--- config.mk ---
export PLATFORM = sky130hd
export DESIGN_NAME = mem_bus_arbiter
export DESIGN_NICKNAME = d
export VERILOG_FILES = /design/src/rtl/mem_arb_pkg.sv /design/src/rtl/mem_arb_pick.sv /design/src/rtl/mem_bus_arbiter.sv
export SDC_FILE = /design/constraint.sdc
export NUM_CORES = 1
export LEC_CHECK = 0
export BUFFER_PORTS_ARGS = -buffer_cell sky130_fd_sc_hd__buf_2
export CAP_MARGIN = 20
export CORE_AREA = 2 2 144 146
export DETAILED_ROUTE_END_ITERATION = 8
export DIE_AREA = 0 0 146 148
export GPL_TIMING_DRIVEN = 1
export SLEW_MARGIN = 30
export SYNTH_ARGS = -nofsm -noshare
export SYNTH_HDL_FRONTEND = slang
export SYNTH_SLANG_ARGS = --single-unit
--- constraint.sdc ---
create_clock -name clock -period 7.34 [get_ports clock]
set_clock_uncertainty 0.2 [all_clocks]
set_input_delay 0.367 -clock clock [delete_from_list [all_inputs] [get_ports clock]]
set_output_delay 0.367 -clock clock [all_outputs]
set_load 0.01 [all_outputs]
--- src/rtl/mem_arb_pkg.sv ---
`default_nettype none
// ============================================================================
//  Module   : mem_arb_pkg
//  Purpose  : Shared types and constants for the memory bus arbiter: FSM
//             state encoding, owner codes, grant-history codes and default
//             bus widths.
//  Revision : 1.0 - initial release
// ============================================================================
package mem_arb_pkg;

  // Default bus widths
  localparam int C_AW = 32;
  localparam int C_DW = 32;

  // Arbiter FSM states. The encoding deliberately matches the owner codes
  // so the debug owner output is a direct view of the state register.
  typedef enum logic [1:0] {
    ST_IDLE = 2'b00,
    ST_RD_I = 2'b01,
    ST_RD_D = 2'b10,
    ST_WR_D = 2'b11
  } state_t;

  // Owner codes presented on the owner output and used for channel muxing
  localparam logic [1:0] OWN_NONE  = 2'b00;
  localparam logic [1:0] OWN_FETCH = 2'b01;
  localparam logic [1:0] OWN_DRD   = 2'b10;
  localparam logic [1:0] OWN_DWR   = 2'b11;

  // Requester class that won the most recent grant
  localparam logic GRANT_FETCH = 1'b0;
  localparam logic GRANT_DATA  = 1'b1;

  // Owner code implied by a registered state; unknown encodings map to none
  function automatic logic [1:0] state_to_owner(input state_t s);
    logic [1:0] own;
    own = OWN_NONE;
    case (s)
      ST_RD_I: own = OWN_FETCH;
      ST_RD_D: own = OWN_DRD;
      ST_WR_D: own = OWN_DWR;
      default: own = OWN_NONE;
    endcase
    return own;
  endfunction

endpackage
`default_nettype wire

--- src/rtl/mem_arb_pick.sv ---
`default_nettype none
// ============================================================================
//  Module   : mem_arb_pick
//  Purpose  : Combinational winner select between the fetch, data-read and
//             data-write requesters. Within the data class a read always
//             beats a write. Between fetch and data the choice is fixed
//             priority (data first) by default, or round-robin on the
//             grant history when MEM_ARB_RR_EN is defined.
//  Options  : MEM_ARB_RR_EN - round-robin fetch/data arbitration
//  Revision : 1.0 - initial release
// ============================================================================
module mem_arb_pick
  import mem_arb_pkg::*;
(
  input  logic       req_fetch,
  input  logic       req_drd,
  input  logic       req_dwr,
  input  logic       last_grant,
  output logic [1:0] grant,
  output logic       last_grant_nxt
);

  logic w_req_data;
  logic w_data_wins;
  logic [1:0] w_data_own;

  assign w_req_data = req_drd | req_dwr;

  // Read beats write inside the data class
  assign w_data_own = req_drd ? OWN_DRD : OWN_DWR;

`ifdef MEM_ARB_RR_EN
  // On a fetch/data tie the class that did not win last time goes first
  assign w_data_wins = w_req_data & (~req_fetch | (last_grant == GRANT_FETCH));
`else
  // Data always takes precedence over fetch
  assign w_data_wins = w_req_data;
`endif

  // Final winner code and the grant history it would leave behind
  always_comb begin
    grant          = OWN_NONE;
    last_grant_nxt = last_grant;
    if (w_data_wins) begin
      grant          = w_data_own;
      last_grant_nxt = GRANT_DATA;
    end else if (req_fetch) begin
      grant          = OWN_FETCH;
      last_grant_nxt = GRANT_FETCH;
    end
  end

endmodule
`default_nettype wire

--- src/rtl/mem_bus_arbiter.sv ---
`default_nettype none
// ============================================================================
//  Module   : mem_bus_arbiter
//  Purpose  : Shares one AXI4-Lite style master port between the read-only
//             instruction-fetch requester (i_*) and the read/write load-store
//             requester (d_*). One owner at a time; ownership is held until
//             the owner's final R or B handshake and is never pre-empted.
//             The winner is chosen combinationally in IDLE so a transaction
//             can start (and even finish) in the grant cycle.
//  Options  : MEM_ARB_RR_EN - round-robin fetch/data arbitration
//  Revision : 1.0 - initial release
// ============================================================================
module mem_bus_arbiter
  import mem_arb_pkg::*;
#(
  parameter int AW = C_AW,
  parameter int DW = C_DW
) (
  input  logic            clock,
  input  logic            resetn,
  // Fetch read channels
  input  logic            i_arvalid,
  input  logic [2:0]      i_arprot,
  input  logic [AW-1:0]   i_araddr,
  output logic            i_arready,
  output logic            i_rvalid,
  output logic [DW-1:0]   i_rdata,
  input  logic            i_rready,
  // Data read channels
  input  logic            d_arvalid,
  input  logic [2:0]      d_arprot,
  input  logic [AW-1:0]   d_araddr,
  output logic            d_arready,
  output logic            d_rvalid,
  output logic [DW-1:0]   d_rdata,
  input  logic            d_rready,
  // Data write channels
  input  logic            d_awvalid,
  input  logic [2:0]      d_awprot,
  input  logic [AW-1:0]   d_awaddr,
  input  logic            d_wvalid,
  input  logic [DW-1:0]   d_wdata,
  input  logic [DW/8-1:0] d_wstrb,
  output logic            d_awready,
  output logic            d_wready,
  output logic            d_bvalid,
  input  logic            d_bready,
  // System bus master port
  output logic            m_arvalid,
  output logic [2:0]      m_arprot,
  output logic [AW-1:0]   m_araddr,
  input  logic            m_arready,
  input  logic            m_rvalid,
  input  logic [DW-1:0]   m_rdata,
  output logic            m_rready,
  output logic            m_awvalid,
  output logic [2:0]      m_awprot,
  output logic [AW-1:0]   m_awaddr,
  input  logic            m_awready,
  output logic            m_wvalid,
  output logic [DW-1:0]   m_wdata,
  output logic [DW/8-1:0] m_wstrb,
  input  logic            m_wready,
  input  logic            m_bvalid,
  output logic            m_bready,
  // Debug / performance view of the registered owner
  output logic [1:0]      owner
);

  state_t     r_state;
  state_t     w_state_nxt;
  logic       r_aw_done;
  logic       w_aw_done_nxt;
  logic       r_w_done;
  logic       w_w_done_nxt;
  logic       r_last_grant;
  logic       w_last_grant_nxt;
  logic       w_pick_last_grant;
  logic [1:0] w_pick;
  logic [1:0] w_own;
  logic       w_r_hs;
  logic       w_aw_hs;
  logic       w_w_hs;
  logic       w_b_hs;

  mem_arb_pick u_pick (
    .req_fetch      (i_arvalid),
    .req_drd        (d_arvalid),
    .req_dwr        (d_awvalid | d_wvalid),
    .last_grant     (r_last_grant),
    .grant          (w_pick),
    .last_grant_nxt (w_pick_last_grant)
  );

  // Effective owner this cycle: the live pick in IDLE, otherwise the
  // registered owner; nothing is forwarded while reset is held
  always_comb begin
    w_own = OWN_NONE;
    if (!resetn) begin
      w_own = OWN_NONE;
    end else if (r_state == ST_IDLE) begin
      w_own = w_pick;
    end else begin
      w_own = state_to_owner(r_state);
    end
  end

  // Route the owner's requests to the bus and the bus responses back to it
  always_comb begin
    m_arvalid = 1'b0;
    m_arprot  = 3'b000;
    m_araddr  = '0;
    m_rready  = 1'b0;
    m_awvalid = 1'b0;
    m_awprot  = 3'b000;
    m_awaddr  = '0;
    m_wvalid  = 1'b0;
    m_wdata   = '0;
    m_wstrb   = '0;
    m_bready  = 1'b0;
    i_arready = 1'b0;
    i_rvalid  = 1'b0;
    i_rdata   = '0;
    d_arready = 1'b0;
    d_rvalid  = 1'b0;
    d_rdata   = '0;
    d_awready = 1'b0;
    d_wready  = 1'b0;
    d_bvalid  = 1'b0;
    case (w_own)
      OWN_FETCH: begin
        m_arvalid = i_arvalid;
        m_arprot  = i_arprot;
        m_araddr  = i_araddr;
        m_rready  = i_rready;
        i_arready = m_arready;
        i_rvalid  = m_rvalid;
        i_rdata   = m_rdata;
      end
      OWN_DRD: begin
        m_arvalid = d_arvalid;
        m_arprot  = d_arprot;
        m_araddr  = d_araddr;
        m_rready  = d_rready;
        d_arready = m_arready;
        d_rvalid  = m_rvalid;
        d_rdata   = m_rdata;
      end
      OWN_DWR: begin
        // Once a channel has handshaken it is masked until release
        m_awvalid = d_awvalid & ~r_aw_done;
        m_awprot  = d_awprot;
        m_awaddr  = d_awaddr;
        m_wvalid  = d_wvalid & ~r_w_done;
        m_wdata   = d_wdata;
        m_wstrb   = d_wstrb;
        m_bready  = d_bready;
        d_awready = m_awready & ~r_aw_done;
        d_wready  = m_wready & ~r_w_done;
        d_bvalid  = m_bvalid;
      end
      default: ;
    endcase
  end

  assign w_r_hs  = m_rvalid & m_rready;
  assign w_aw_hs = m_awvalid & m_awready;
  assign w_w_hs  = m_wvalid & m_wready;
  assign w_b_hs  = m_bvalid & m_bready;

  // Next-state, write-progress flags and grant history
  always_comb begin
    w_state_nxt      = r_state;
    w_aw_done_nxt    = r_aw_done;
    w_w_done_nxt     = r_w_done;
    w_last_grant_nxt = r_last_grant;
    case (r_state)
      ST_IDLE: begin
        w_last_grant_nxt = w_pick_last_grant;
        w_aw_done_nxt    = 1'b0;
        w_w_done_nxt     = 1'b0;
        case (w_pick)
          // A transaction that completes in the grant cycle never
          // registers ownership
          OWN_FETCH: if (!w_r_hs) w_state_nxt = ST_RD_I;
          OWN_DRD:   if (!w_r_hs) w_state_nxt = ST_RD_D;
          OWN_DWR: begin
            if (!w_b_hs) begin
              w_state_nxt   = ST_WR_D;
              w_aw_done_nxt = w_aw_hs;
              w_w_done_nxt  = w_w_hs;
            end
          end
          default: ;
        endcase
      end
      ST_RD_I, ST_RD_D: begin
        if (w_r_hs) w_state_nxt = ST_IDLE;
      end
      ST_WR_D: begin
        w_aw_done_nxt = r_aw_done | w_aw_hs;
        w_w_done_nxt  = r_w_done | w_w_hs;
        if (w_b_hs) begin
          w_state_nxt   = ST_IDLE;
          w_aw_done_nxt = 1'b0;
          w_w_done_nxt  = 1'b0;
        end
      end
      default: begin
        w_state_nxt   = ST_IDLE;
        w_aw_done_nxt = 1'b0;
        w_w_done_nxt  = 1'b0;
      end
    endcase
  end

  // State, flag and history registers with synchronous active-low reset
  always_ff @(posedge clock) begin
    if (!resetn) begin
      r_state      <= ST_IDLE;
      r_aw_done    <= 1'b0;
      r_w_done     <= 1'b0;
      r_last_grant <= GRANT_FETCH;
    end else begin
      r_state      <= w_state_nxt;
      r_aw_done    <= w_aw_done_nxt;
      r_w_done     <= w_w_done_nxt;
      r_last_grant <= w_last_grant_nxt;
    end
  end

  assign owner = state_to_owner(r_state);

endmodule
`default_nettype wire

==> results of run 1 <==
metrics by stage:
step | area, um2 | util | cells | hold slack, ns | setup WS [ns]
after global placement | 4000 | 0.199 | 916 | 0.282 | 4.34
after floorplan | 1900 | - | 301 | 0.268 | 4.84
after CTS | 4070 | 0.203 | 919 | 0.251 | 4.02
final | 4070 | 0.203 | 919 | 0.253 | 4.09
after global routing | 4070 | 0.203 | 919 | 0.290 | 3.82
after detailed placement | 4000 | 0.199 | 916 | 0.296 | 4.21
cell usage in the layout, fill, tap and decap left out, types with 3 or more instances in the layout:
cell type / synthesis / layout
sky130_fd_sc_hd__buf_4: 0 / 3
sky130_fd_sc_hd__and2_1: 145 / 145
sky130_fd_sc_hd__nand2_1: 4 / 4
sky130_fd_sc_hd__inv_1: 5 / 5
sky130_fd_sc_hd__nor2_1: 40 / 40
sky130_fd_sc_hd__nor3_1: 4 / 4
sky130_fd_sc_hd__clkbuf_16: 0 / 3
sky130_fd_sc_hd__ha_1: 8 / 6
sky130_fd_sc_hd__buf_2: 2 / 370
sky130_fd_sc_hd__dfxtp_1: 4 / 4
sky130_fd_sc_hd__o21ai_0: 6 / 6
sky130_fd_sc_hd__a22oi_1: 36 / 36
sky130_fd_sc_hd__and3b_1: 3 / 3
worst paths after layout:
path | from | to | depth (start not counted)
max | r_state[0]$_SDFFE_PN0P_ | m_araddr[5] | 11
min | resetn | r_aw_done$_SDFFE_PN0P_ | 2
max reg2reg | r_state[0]$_SDFFE_PN0P_ | r_state[1]$_SDFFE_PN0P_ | 12
min reg2reg | r_state[1]$_SDFFE_PN0P_ | r_state[1]$_SDFFE_PN0P_ | 2
layer usage:
layer / up-vias / wire length [um] / global-route usage
met5: - / 0 / 0
met3: 6 / 1090 / 0.0154
met1: 1524 / 5190 / 0.135
li1: 1681 / - / -
met2: 194 / 5510 / 0.161
met4: 0 / 62 / 0.0117
sequential cells by signal, summed over array words and instances (netlist names):
name / cells
r_aw_done: 1
r_state: 2
r_w_done: 1
Yosys cell counts:
cell type / count
sky130_fd_sc_hd__dfxtp_1: 4
sky130_fd_sc_hd__nor2_1: 40
sky130_fd_sc_hd__a21boi_2: 1
sky130_fd_sc_hd__nand2b_1: 1
sky130_fd_sc_hd__mux2i_1: 2
sky130_fd_sc_hd__nor3b_4: 1
sky130_fd_sc_hd__and2_1: 145
sky130_fd_sc_hd__buf_6: 2
sky130_fd_sc_hd__nor3_1: 4
sky130_fd_sc_hd__nand3_1: 1
sky130_fd_sc_hd__nor2_2: 2
sky130_fd_sc_hd__a22oi_2: 1
sky130_fd_sc_hd__a21oi_2: 1
sky130_fd_sc_hd__ha_1: 8
sky130_fd_sc_hd__a22oi_1: 36
sky130_fd_sc_hd__o22ai_1: 1
sky130_fd_sc_hd__o31a_2: 1
sky130_fd_sc_hd__o21ai_0: 6
sky130_fd_sc_hd__nand3b_1: 1
sky130_fd_sc_hd__nor4_1: 1
sky130_fd_sc_hd__nand2_1: 4
sky130_fd_sc_hd__a21oi_1: 1
sky130_fd_sc_hd__buf_1: 1
sky130_fd_sc_hd__buf_2: 2
sky130_fd_sc_hd__clkbuf_1: 23
sky130_fd_sc_hd__and3b_2: 1
sky130_fd_sc_hd__inv_1: 5
sky130_fd_sc_hd__and3b_1: 3
sky130_fd_sc_hd__and4b_4: 1
sky130_fd_sc_hd__o311ai_0: 1
power by group:
| group | total, mW | switching [mW] | internal [mW] |
|---|---|---|---|
| combinational | 0.566 | 0.328 | 0.238 |
| clock | 0.0851 | 0.0155 | 0.0696 |
| sequential | 0.0305 | 0.00416 | 0.0263 |
| total | 0.681 | 0.348 | 0.333 |
final cells by class:
cell class                 instances  area, um2
inverter                           5       18.8
tap                              270        338
clock buffer                       3       75.1
fill                            2297      16000
sequential                         4       80.1
timing repair buffer             373       1870
multi-input combinational        264       1690
worst max-delay path, cell delays in order (launching register included):
cell,delay (ns)
sky130_fd_sc_hd__dfxtp_1,0.37
sky130_fd_sc_hd__inv_1,0.09
sky130_fd_sc_hd__ha_1,0.26
sky130_fd_sc_hd__nand2b_1,0.14
sky130_fd_sc_hd__o22ai_1,0.08
sky130_fd_sc_hd__and2_1,0.20
sky130_fd_sc_hd__inv_1,0.06
sky130_fd_sc_hd__ha_2,0.15
sky130_fd_sc_hd__buf_4,0.49
sky130_fd_sc_hd__a22oi_1,0.23
sky130_fd_sc_hd__nor2_1,0.16
sky130_fd_sc_hd__buf_2,0.16
kinds of logic (layout without fill, tap and decap cells):
logic type	count (synthesis)	after routing	synth area share
adder cells (fa/ha/maj)	8	8	0.0526
flip-flops	4	4	0.0421
buffers and inverters	33	381	0.0743
multiplexers	2	2	0.0105
AO/OA/AOI/OAI	49	49	0.191
AND/OR/NAND/NOR	205	205	0.630
==> metrics.md, run 1 <==
| Metric | Value |
|---|---|
| Run status | complete, no violations |
| Clock buffer count from CTS | 3 |
| Count of unique library cells instantiated by Yosys | 30 |
| Detailed-route via count | 3405 |
| Data required time at the worst endpoint | approximately 6.8 ns |
| Clock tree from TritonCTS | yes |
| Highest clock rate | 308 MHz |
| Worst-case headroom to the max-slew limit | 0.508 |
| Synthesized Nets | between 400 and 500 |
| Setup TNS | 0 ns |
| Largest driver fanout on the critical path | 71 |
| Site Rows | 52 |
| DPL Wire Length | 10200 um |
| Category of the worst setup path capture point | output pin |
| Residual antenna-violating net count after detailed routing | 0 |
| Via density | about 3.7 |
| Max-capacitance violation count | 0 |
| Min Clock Period, post-route | 3.25 ns |
| Pins over their slew limit | 0 |
| Die height | 148 um |
| Routed length per placed instance | 12.9 um |
| Yosys warns | 0 |
| Sequential share of the synthesized area | 0.0421 |
| Tot Pwr | 681 uW |
| Clock Pin Slew Worst Setup and Hold Paths | about 0.030 ns |
| Area Growth Syn to Fin | 114% |
| Count of state elements after synthesis | 4 |
| Antenna violations before repair | 1 |
| IO Count | 371 |
| Final antenna diode count | 0 |
| Post-synthesis instance total | ~300 |
| Setup repair after global routing missed its margin | no |
| Standby leakage power | 2.52 nW |
| GR Overflow Total | 0 |
| Overall global routing resource usage | 0.0968 |
| Proportion of netlist area held by the largest area contributor | 0.477 |
| X dimension of the die | ~150 um |
| Initial Utilization | 0.0950 |
| Worst supply voltage drop on vdd | approximately 0.12 mV |
| Cells taking the most area after synthesis | sky130_fd_sc_hd__and2_1 48%, sky130_fd_sc_hd__a22oi_1 14%, sky130_fd_sc_hd__nor2_1 7.9%, sky130_fd_sc_hd__ha_1 5.3%, sky130_fd_sc_hd__clkbuf_1 4.5% |
| Critical path data arrival time | 2.68 ns |
| Number of hold-repair buffers added at the cts stage | 0 |
| Pin count of the biggest net entering global routing | 79 |
| Residual DRC count | 0 |
| Synthesized cell area | 0.00190 mm2 |
| Area leader, netlist | sky130_fd_sc_hd__and2_1 |
| Cell at the root of the clock tree | sky130_fd_sc_hd__clkbuf_16 |
| Crit Path Class | reg -> out |
| Average size of a mapped cell | 6.32 um2 |
| First-pass GRT wire length | 17100 um |
| R2r setup slk | 4.24 ns |
| Worst-Skew Late Latency | between 0.2 and 0.25 ns |
| # resized after CTS | 0 |
| Layout cells sized above 1 | 0.596 |
| Count of input and output buffers | 370 |
| Final Cycle Share | 0.443 |
| Slew @ Worst Pin | 0.738 ns |
| Vias in the first global route | 3152 |
| Die Footprint | roughly 0.022 mm2 |
| First-pass iteration count of the detailed router | 4 |
| CP Launch Type | flip-flop |
| Clk sink count | 4 |
| Number of setup buffers added after CTS | 0 |
| Final routed wirelength across all metal layers | 11900 um |
| Routability-driven placement congestion ratio | 0.805 |
| Final hold violation count | 0 |
| PD cells | ~170 mW/mm2 |
| Drt first-iter violations | 124 |
| Post-layout nets | 846 |
| Area of the placeable core | 0.0200 mm2 |
| Worst hold path class | in -> reg |
| Level count of the clock H-tree | 1 |
| Largest buffer count on any clock path | 2 |
| Final setup violation count | 0 |
Note: power is estimated with default switching activity, not from simulation.
==> inputs of run 2 (changes only) <==
--- a/config.mk
+++ b/config.mk
@@ -7,9 +7,9 @@
 export LEC_CHECK = 0
 export BUFFER_PORTS_ARGS = -buffer_cell sky130_fd_sc_hd__buf_2
 export CAP_MARGIN = 20
-export CORE_AREA = 2 2 144 146
+export CORE_AREA = 2 2 142 144
 export DETAILED_ROUTE_END_ITERATION = 8
-export DIE_AREA = 0 0 146 148
+export DIE_AREA = 0 0 144 146
 export GPL_TIMING_DRIVEN = 1
 export SLEW_MARGIN = 30
 export SYNTH_ARGS = -nofsm -noshare
==> constraint.sdc (replaced) <==
create_clock -name clock -period 2.7 [get_ports clock]
set_clock_uncertainty 0.2 [all_clocks]
set_input_delay 0.135 -clock clock [delete_from_list [all_inputs] [get_ports clock]]
set_output_delay 0.135 -clock clock [all_outputs]
set_load 0.01 [all_outputs]
==> run 2 against run 1 <==
First-iteration DRC count up 56%. Cell area up 7.6%. Routed wire length up 13%. Global-route usage down 0.090 points. Critical path depth unchanged. Total power increased to 3.3 times the previous value. Sequential power grew to 2.9 times the previous value. Final cell count is 0.76% higher. Utilization up 2.3 points. Via count grew 3.5%. Sequential cell count unchanged. Die area decreased by 2.7%. Largest power group unchanged.
==> metrics.md, run 2 (synthesis results as in run 1) <==
| Metric | Value |
|---|---|
| Run status | complete, no violations |
| WHS Path Cells | 3 (+1) |
| First-pass iteration count of the detailed router | 6 (+2) |
| Combined flip-flop and latch cell area | 82.6 um2 (+3.1%) |
| Cell with the largest stage delay on the worst path | sky130_fd_sc_hd__dfxtp_2 |
| Overall global routing resource usage | 0.0959 (-0.000905) |
| Die height | 146 um (-1.4%) |
| Highest clock rate | 391 MHz |
| IO Count | 371 (unchanged) |
| Clock Pin Slew Worst Setup and Hold Paths | 0.03 ns (about the same) |
| Worst-case headroom to the max-slew limit | 0.763 (+0.255) |
| Number of buffers and inverters on the critical path | 4 (unchanged) |
| Min Clock Period, post-route | 2.56 ns |
| Sequential share of power | 0.039 (-0.006) |
| Detailed-route via count | 3525 (+3.5%) |
| Routed length per placed instance | 14.5 um (+12%) |
| Clock tree from TritonCTS | yes |
| Internal power of the cells | 1.16 mW (+250%) |
| Worst supply voltage drop on vdd | 0.395 mV (+220%) |
| Routability-driven placement congestion ratio | 0.802 (-0.40%) |
| Utilization after layout | 0.227 (+0.0235) |
| Pins over their slew limit | 0 (unchanged) |
| Number of cells on the worst reg-to-reg path | 11 (-1) |
| CP Launch Type | flip-flop |
| Area of the placeable core | 0.0193 mm2 (-3.5%) |
| Drt first-iter violations | 193 (+56%) |
| Data required time at the worst endpoint | 2.37 ns (-4.40 ns) |
| Most frequent cells in the layout | 370 x sky130_fd_sc_hd__buf_2, 144 x sky130_fd_sc_hd__and2_1, 39 x sky130_fd_sc_hd__nor2_1 |
| Area of the multi-input gates | 0.00173 mm2 (+2.4%) |
| Flip-flop count of the largest register after layout | 2 (unchanged) |
| Clock buffer count from CTS | 3 (unchanged) |
| X dimension of the die | 144 um (-1.4%) |
| Layout cells sized above 1 | 0.614 (+0.0179) |
| Sw Share | 0.481 (-0.0299) |
| First-pass GRT wire length | 16100 um (-5.9%) |
| Via density | 3.81 (+2.7%) |
| Psw | 1.08 mW (+210%) |
| Slew @ Worst Pin | 0.351 ns (-0.387 ns) |
| Biggest regs | r_state (2), r_aw_done (1), r_w_done (1) |
| Residual DRC count | 0 (unchanged) |
| Worst hold path class | in -> reg |
| Ordered list of cells on the worst path | inv_1 > ha_1 > nor2_2 > o22ai_1 > and2_4 > inv_1 > ha_4 > buf_12 > a22oi_1 > nor2_1 > buf_2 |
| Number of cells on the critical path | 11 (unchanged) |
| Combinational Power Share | 0.856 (+0.026) |
| Initial Utilization | 0.0984 (+0.00346) |
| Category of the worst setup path capture point | output pin |
| Most used cell along the critical path | sky130_fd_sc_hd__inv_1 |
| Largest buffer count on any clock path | 2 (unchanged) |
| DPL Wire Length | 9970 um (-2.6%) |
| Clk sink count | 4 (unchanged) |
| Final hold violation count | 0 (unchanged) |
| Die Footprint | 0.0210 mm2 (-2.7%) |
| Final antenna diode count | 0 (unchanged) |
| Largest reg by FF count | r_state |
| Category of cells accounting for the largest share of critical-path delay | buffers and inverters |
| Cell at the root of the clock tree | sky130_fd_sc_hd__clkbuf_16 |
| PD cells | 511 mW/mm2 (+210%) |
| Count of input and output buffers | 370 (unchanged) |
| Vias in the first global route | 3089 (-2.0%) |
| Fill count | 2195 (-4.4%) |
| Pin count of the biggest net entering global routing | 71 (-10%) |
| Final Cycle Share | 0.947 |
| Max-capacitance violation count | 0 (unchanged) |
| Site Rows | 51 (-1.9%) |
| Residual antenna-violating net count after detailed routing | 0 (unchanged) |
| Critical path data arrival time | 2.22 ns (-0.46 ns) |
| Crit Path Class | reg -> out |
| Largest driver fanout on the critical path | 7 (-90%) |
| Final setup violation count | 0 (unchanged) |
| Antenna violations before repair | 1 (unchanged) |
| Setup TNS | 0 ns (unchanged) |
| Area Growth Syn to Fin | 130% |
| Number of hold-repair buffers added at the cts stage | 0 (unchanged) |
| Final routed wirelength across all metal layers | 13400 um (+13%) |
| Fraction of power consumed by the clock network | 0.105 (-0.020) |
| Level count of the clock H-tree | 1 (unchanged) |
| Worst-Skew Late Latency | 0.23 ns (about the same) |
| Standby leakage power | 2.64 nW (+5.0%) |
| Post-layout nets | 858 (+1.4%) |
| Peak per-stage delay on the critical path | 0.34 ns (-0.15 ns) |
| Tot Pwr | 2.24 mW (+230%) |
| Most common cell after layout, fill and taps aside | sky130_fd_sc_hd__buf_2 |
| GR Overflow Total | 0 (unchanged) |
==> run 2: cell types whose count changed in the layout (fill, tap and decap cells not counted), sizes merged <==
cell	before	now
buf	373	378
clkbuf	3	10
==> run 2: layer usage <==
| layer | part of all wire | GRT usage |
|---|---|---|
| met5 | 0 | 0 |
| met4 | 0.0093 | 0.0152 |
| met3 | 0.090 | 0.00724 |
| met2 | 0.50 | 0.189 |
| met1 | 0.40 | 0.112 |
==> run 2: layout make-up <==
type	instances	area share
repair buffers	385	0.490
multi-input cells	264	0.394
well taps	265	0.0756
flip-flops and latches	4	0.0188
clock buffers	3	0.0171
inverters	5	0.00428
==> run 2: tightest hold or removal path: cells and delay by family <==
| kind | cells | cell delay [ns] |
|---|---|---|
| multiplexers | 1 | 0.05 |
| buffers and inverters | 1 | 0.14 |
| AND/OR/NAND/NOR | 1 | 0.07 |
==> run 2: final timing paths <==
path	from	to	slack [ns]
max reg2reg	r_state[1]$_SDFFE_PN0P_	r_state[0]$_SDFFE_PN0P_	0.17
max	r_state[1]$_SDFFE_PN0P_	m_araddr[3]	0.14
min reg2reg	r_state[1]$_SDFFE_PN0P_	r_state[1]$_SDFFE_PN0P_	0.28
min	resetn	r_state[0]$_SDFFE_PN0P_	0.03
==> run 2: power groups by stage <==
stage	logic, mW	registers, mW	clock network, mW
floorplan	0.942	0.0815	0
detailed placement	1.57	0.0848	0
global placement	1.56	0.0827	0
CTS	1.65	0.0838	0.236
finish	1.92	0.0873	0.234
global route	2.08	0.0890	0.238
==> run 2: repair_timing <==
item	CTS	global route
gates resized for setup	2	10
setup buffers	0	2
pin swaps	0	5
cloned	1	7
endpoints found under the setup margin	2	142
endpoints found under the hold margin	0	0
==> run 2: stage by stage <==
stage	setup slack, ns	instance area [um2]	instances	hold slack (ns)
after floorplan	0.198	1900	301	0.0567
after global placement	0.152	4050	913	0.254
after detailed placement	0.0668	4050	913	0.262
after CTS	0.00560	4160	917	0.0299
after global routing	-0.00211	4380	926	0.0575
final	0.142	4380	926	0.0255
==> inputs of run 3 (changes only) <==
--- a/config.mk
+++ b/config.mk
@@ -7,10 +7,13 @@
 export LEC_CHECK = 0
 export BUFFER_PORTS_ARGS = -buffer_cell sky130_fd_sc_hd__buf_2
 export CAP_MARGIN = 20
-export CORE_AREA = 2 2 142 144
+export CELL_PAD_IN_SITES_DETAIL_PLACEMENT = 0
+export CELL_PAD_IN_SITES_GLOBAL_PLACEMENT = 1
+export CORE_AREA = 2 2 145 147
 export DETAILED_ROUTE_END_ITERATION = 8
-export DIE_AREA = 0 0 144 146
+export DIE_AREA = 0 0 147 149
 export GPL_TIMING_DRIVEN = 1
+export PLACE_DENSITY_LB_ADDON = 0.1
 export SLEW_MARGIN = 30
 export SYNTH_ARGS = -nofsm -noshare
 export SYNTH_HDL_FRONTEND = slang
==> run 3 against run 2 <==
Worst setup slack improved by 0.015 ns. Global-route usage is 0.17 points higher. Non-clock buffer count fell by 6. Clock power about the same. Critical path type unchanged. Largest power group unchanged.
==> metrics.md, run 3 (synthesis results as in run 1) <==
| Metric | Value |
|---|---|
| Run status | complete, no violations |
| Crit Path Class | reg -> out |
| Combined flip-flop and latch cell area | 82.6 um2 (unchanged) |
| Highest clock rate | 393 MHz (+0.59%) |
| Ordered list of cells on the worst path | inv_2 > ha_1 > nor2_2 > nor3_2 > o21ai_2 > inv_1 > ha_1 > buf_4 > buf_4 > and2_1 > buf_2 |
| Worst supply voltage drop on vdd | 0.270 mV (-32%) |
| Die height | 149 um (+2.1%) |
| Routed length per placed instance | 13.9 um (-4.0%) |
| Initial Utilization | 0.0926 (-0.00585) |
| Most common cell after layout, fill and taps aside | sky130_fd_sc_hd__buf_2 |
| Number of buffers and inverters on the critical path | 5 (+1) |
| Data required time at the worst endpoint | 2.37 ns (about the same) |
| Final routed wirelength across all metal layers | 12900 um (-3.6%) |
| Worst setup margin | 0.157 ns (+0.0149 ns) |
| Level count of the clock H-tree | 1 (unchanged) |
| Largest driver fanout on the critical path | 25 (+18) |
| Clk sink count | 4 (unchanged) |
| GR Overflow Total | 0 (unchanged) |
| Number of setup buffers added after CTS | 0 (unchanged) |
| Final antenna diode count | 0 (unchanged) |
| Residual DRC count | 0 (unchanged) |
| Worst-Skew Late Latency | 0.22 ns (about the same) |
| Overall global routing resource usage | 0.0976 (+0.00175) |
| Tightest hold margin | 0.0549 ns (+0.0294 ns) |
| Site Rows | 53 (+3.9%) |
| IO Count | 371 (unchanged) |
| Category of cells accounting for the largest share of critical-path delay | buffers and inverters |
| Layout cells sized above 1 | 0.620 (+0.00563) |
| First-pass GRT wire length | 17200 um (+6.9%) |
| Setup slack at placement | -0.0144 ns (-0.0812 ns) |
| CP Launch Type | flip-flop |
| Number of cells on the worst reg-to-reg path | 12 (+1) |
| Pin count of the biggest net entering global routing | 71 (unchanged) |
| Min Clock Period, post-route | 2.54 ns (-0.0149 ns) |
| Area Growth Syn to Fin | 124% |
| Area of the multi-input gates | 0.00175 mm2 (+1.1%) |
| Max-capacitance violation count | 0 (unchanged) |
| Via density | 3.65 (-4.0%) |
| X dimension of the die | 147 um (+2.1%) |
| Cell at the root of the clock tree | sky130_fd_sc_hd__clkbuf_16 |
| Worst-case headroom to the max-slew limit | 0.748 (-0.0151) |
| Residual antenna-violating net count after detailed routing | 0 (unchanged) |
| Tot Pwr | 2.05 mW (-8.4%) |
| Critical path data arrival time | 2.21 ns (about the same) |
| Final setup violation count | 0 (unchanged) |
| Clock tree from TritonCTS | yes |
| Peak per-stage delay on the critical path | 0.37 ns (+0.03 ns) |
| Routability-driven placement congestion ratio | 0.754 (-6.1%) |
| First-pass iteration count of the detailed router | 4 (-2) |
| Number of cells on the critical path | 11 (unchanged) |
| Standby leakage power | 2.58 nW (-2.5%) |
| WHS Path Cells | 3 (unchanged) |
| Area of the placeable core | 0.0206 mm2 (+6.3%) |
| Most frequent cells in the layout | 370 x sky130_fd_sc_hd__buf_2, 144 x sky130_fd_sc_hd__and2_1, 38 x sky130_fd_sc_hd__nor2_1 |
| Pins over their slew limit | 0 (unchanged) |
| Cell with the largest stage delay on the worst path | sky130_fd_sc_hd__dfxtp_2 |
| Final hold violation count | 0 (unchanged) |
| Antenna violations before repair | 0 (-1) |
| Clock buffer count from CTS | 3 (unchanged) |
| Biggest regs | r_state (2), r_aw_done (1), r_w_done (1) |
| Die Footprint | 0.0219 mm2 (+4.2%) |
| DPL Wire Length | 10600 um (+6.6%) |
| Final Cycle Share | 0.942 (-0.00553) |
| Largest buffer count on any clock path | 2 (unchanged) |
| Category of the worst setup path capture point | output pin |
| Flip-flop count of the largest register after layout | 2 (unchanged) |
| Fill count | 2389 (+8.8%) |
| Setup repair after global routing missed its margin | no |
| Clock Pin Slew Worst Setup and Hold Paths | 0.03 ns (about the same) |
| Post-layout nets | 852 (-0.70%) |
| Setup TNS | 0 ns (unchanged) |
| Vias in the first global route | 3139 (+1.6%) |
| Largest reg by FF count | r_state |
| Drt first-iter violations | 56 (-71%) |
| Slew @ Worst Pin | 0.374 ns (+0.0223 ns) |
| Count of input and output buffers | 370 (unchanged) |
| Worst hold path class | in -> reg |
| PD cells | 481 mW/mm2 (-5.7%) |
| Detailed-route via count | 3399 (-3.6%) |
| Number of hold-repair buffers added at the cts stage | 0 (unchanged) |
[run 3: cell count changes in the layout (fill, tap and decap cells not counted), sizes merged]
| cell | delta |
|---|---|
| clkbuf | -5 |
| buf | -1 |
[run 3: layout make-up]
type / count / area share
well taps: 275 / 0.0808
clock buffers: 3 / 0.0176
flip-flops and latches: 4 / 0.0194
multi-input cells: 264 / 0.410
repair buffers: 379 / 0.468
inverters: 5 / 0.00441
[run 3: tightest hold or removal path, stage by stage]
cell and delay [ns]:
sky130_fd_sc_hd__buf_2 0.16, sky130_fd_sc_hd__nand2_1 0.08, sky130_fd_sc_hd__mux2i_1 0.05
[run 3: where the power goes]
group          leakage [nW]  switching, mW  internal, mW  total (mW)
combinational          2.51          0.945         0.780        1.72
clock                0.0370         0.0422         0.189       0.231
sequential           0.0333         0.0191        0.0742      0.0933
total                  2.58           1.01          1.04        2.05
[run 3: stage by stage]
stage / area (um2) / utilization / instances
after global placement: 4060 / 0.197 / 925
after floorplan: 1900 / - / 301
after CTS: 4140 / 0.202 / 928
final: 4260 / 0.207 / 930
after detailed placement: 4060 / 0.197 / 925
after global routing: 4260 / 0.207 / 930
[run 3: worst paths after layout]
kind | start | slack [ns] | end
worst max-delay path | r_state[0]$_SDFFE_PN0P_ | 0.16 | m_wdata[22]
worst min-delay path | resetn | 0.05 | r_state[0]$_SDFFE_PN0P_
worst max register to register | r_state[0]$_SDFFE_PN0P_ | 0.22 | r_state[1]$_SDFFE_PN0P_
worst min register to register | r_state[1]$_SDFFE_PN0P_ | 0.30 | r_state[1]$_SDFFE_PN0P_
[run 3: metal layers]
metal	global-route usage	vias to the layer above	routed length, um
met4	0.00337	0	27
li1	-	1698	-
met3	0.0214	2	1110
met5	0	-	0
met2	0.215	190	7320
met1	0.0956	1509	4460
[run 3: timing repair]
action,in CTS,in global routing
resized for setup,4,16
pin swaps,0,0
gates cloned,0,2
setup endpoints to repair,110,144
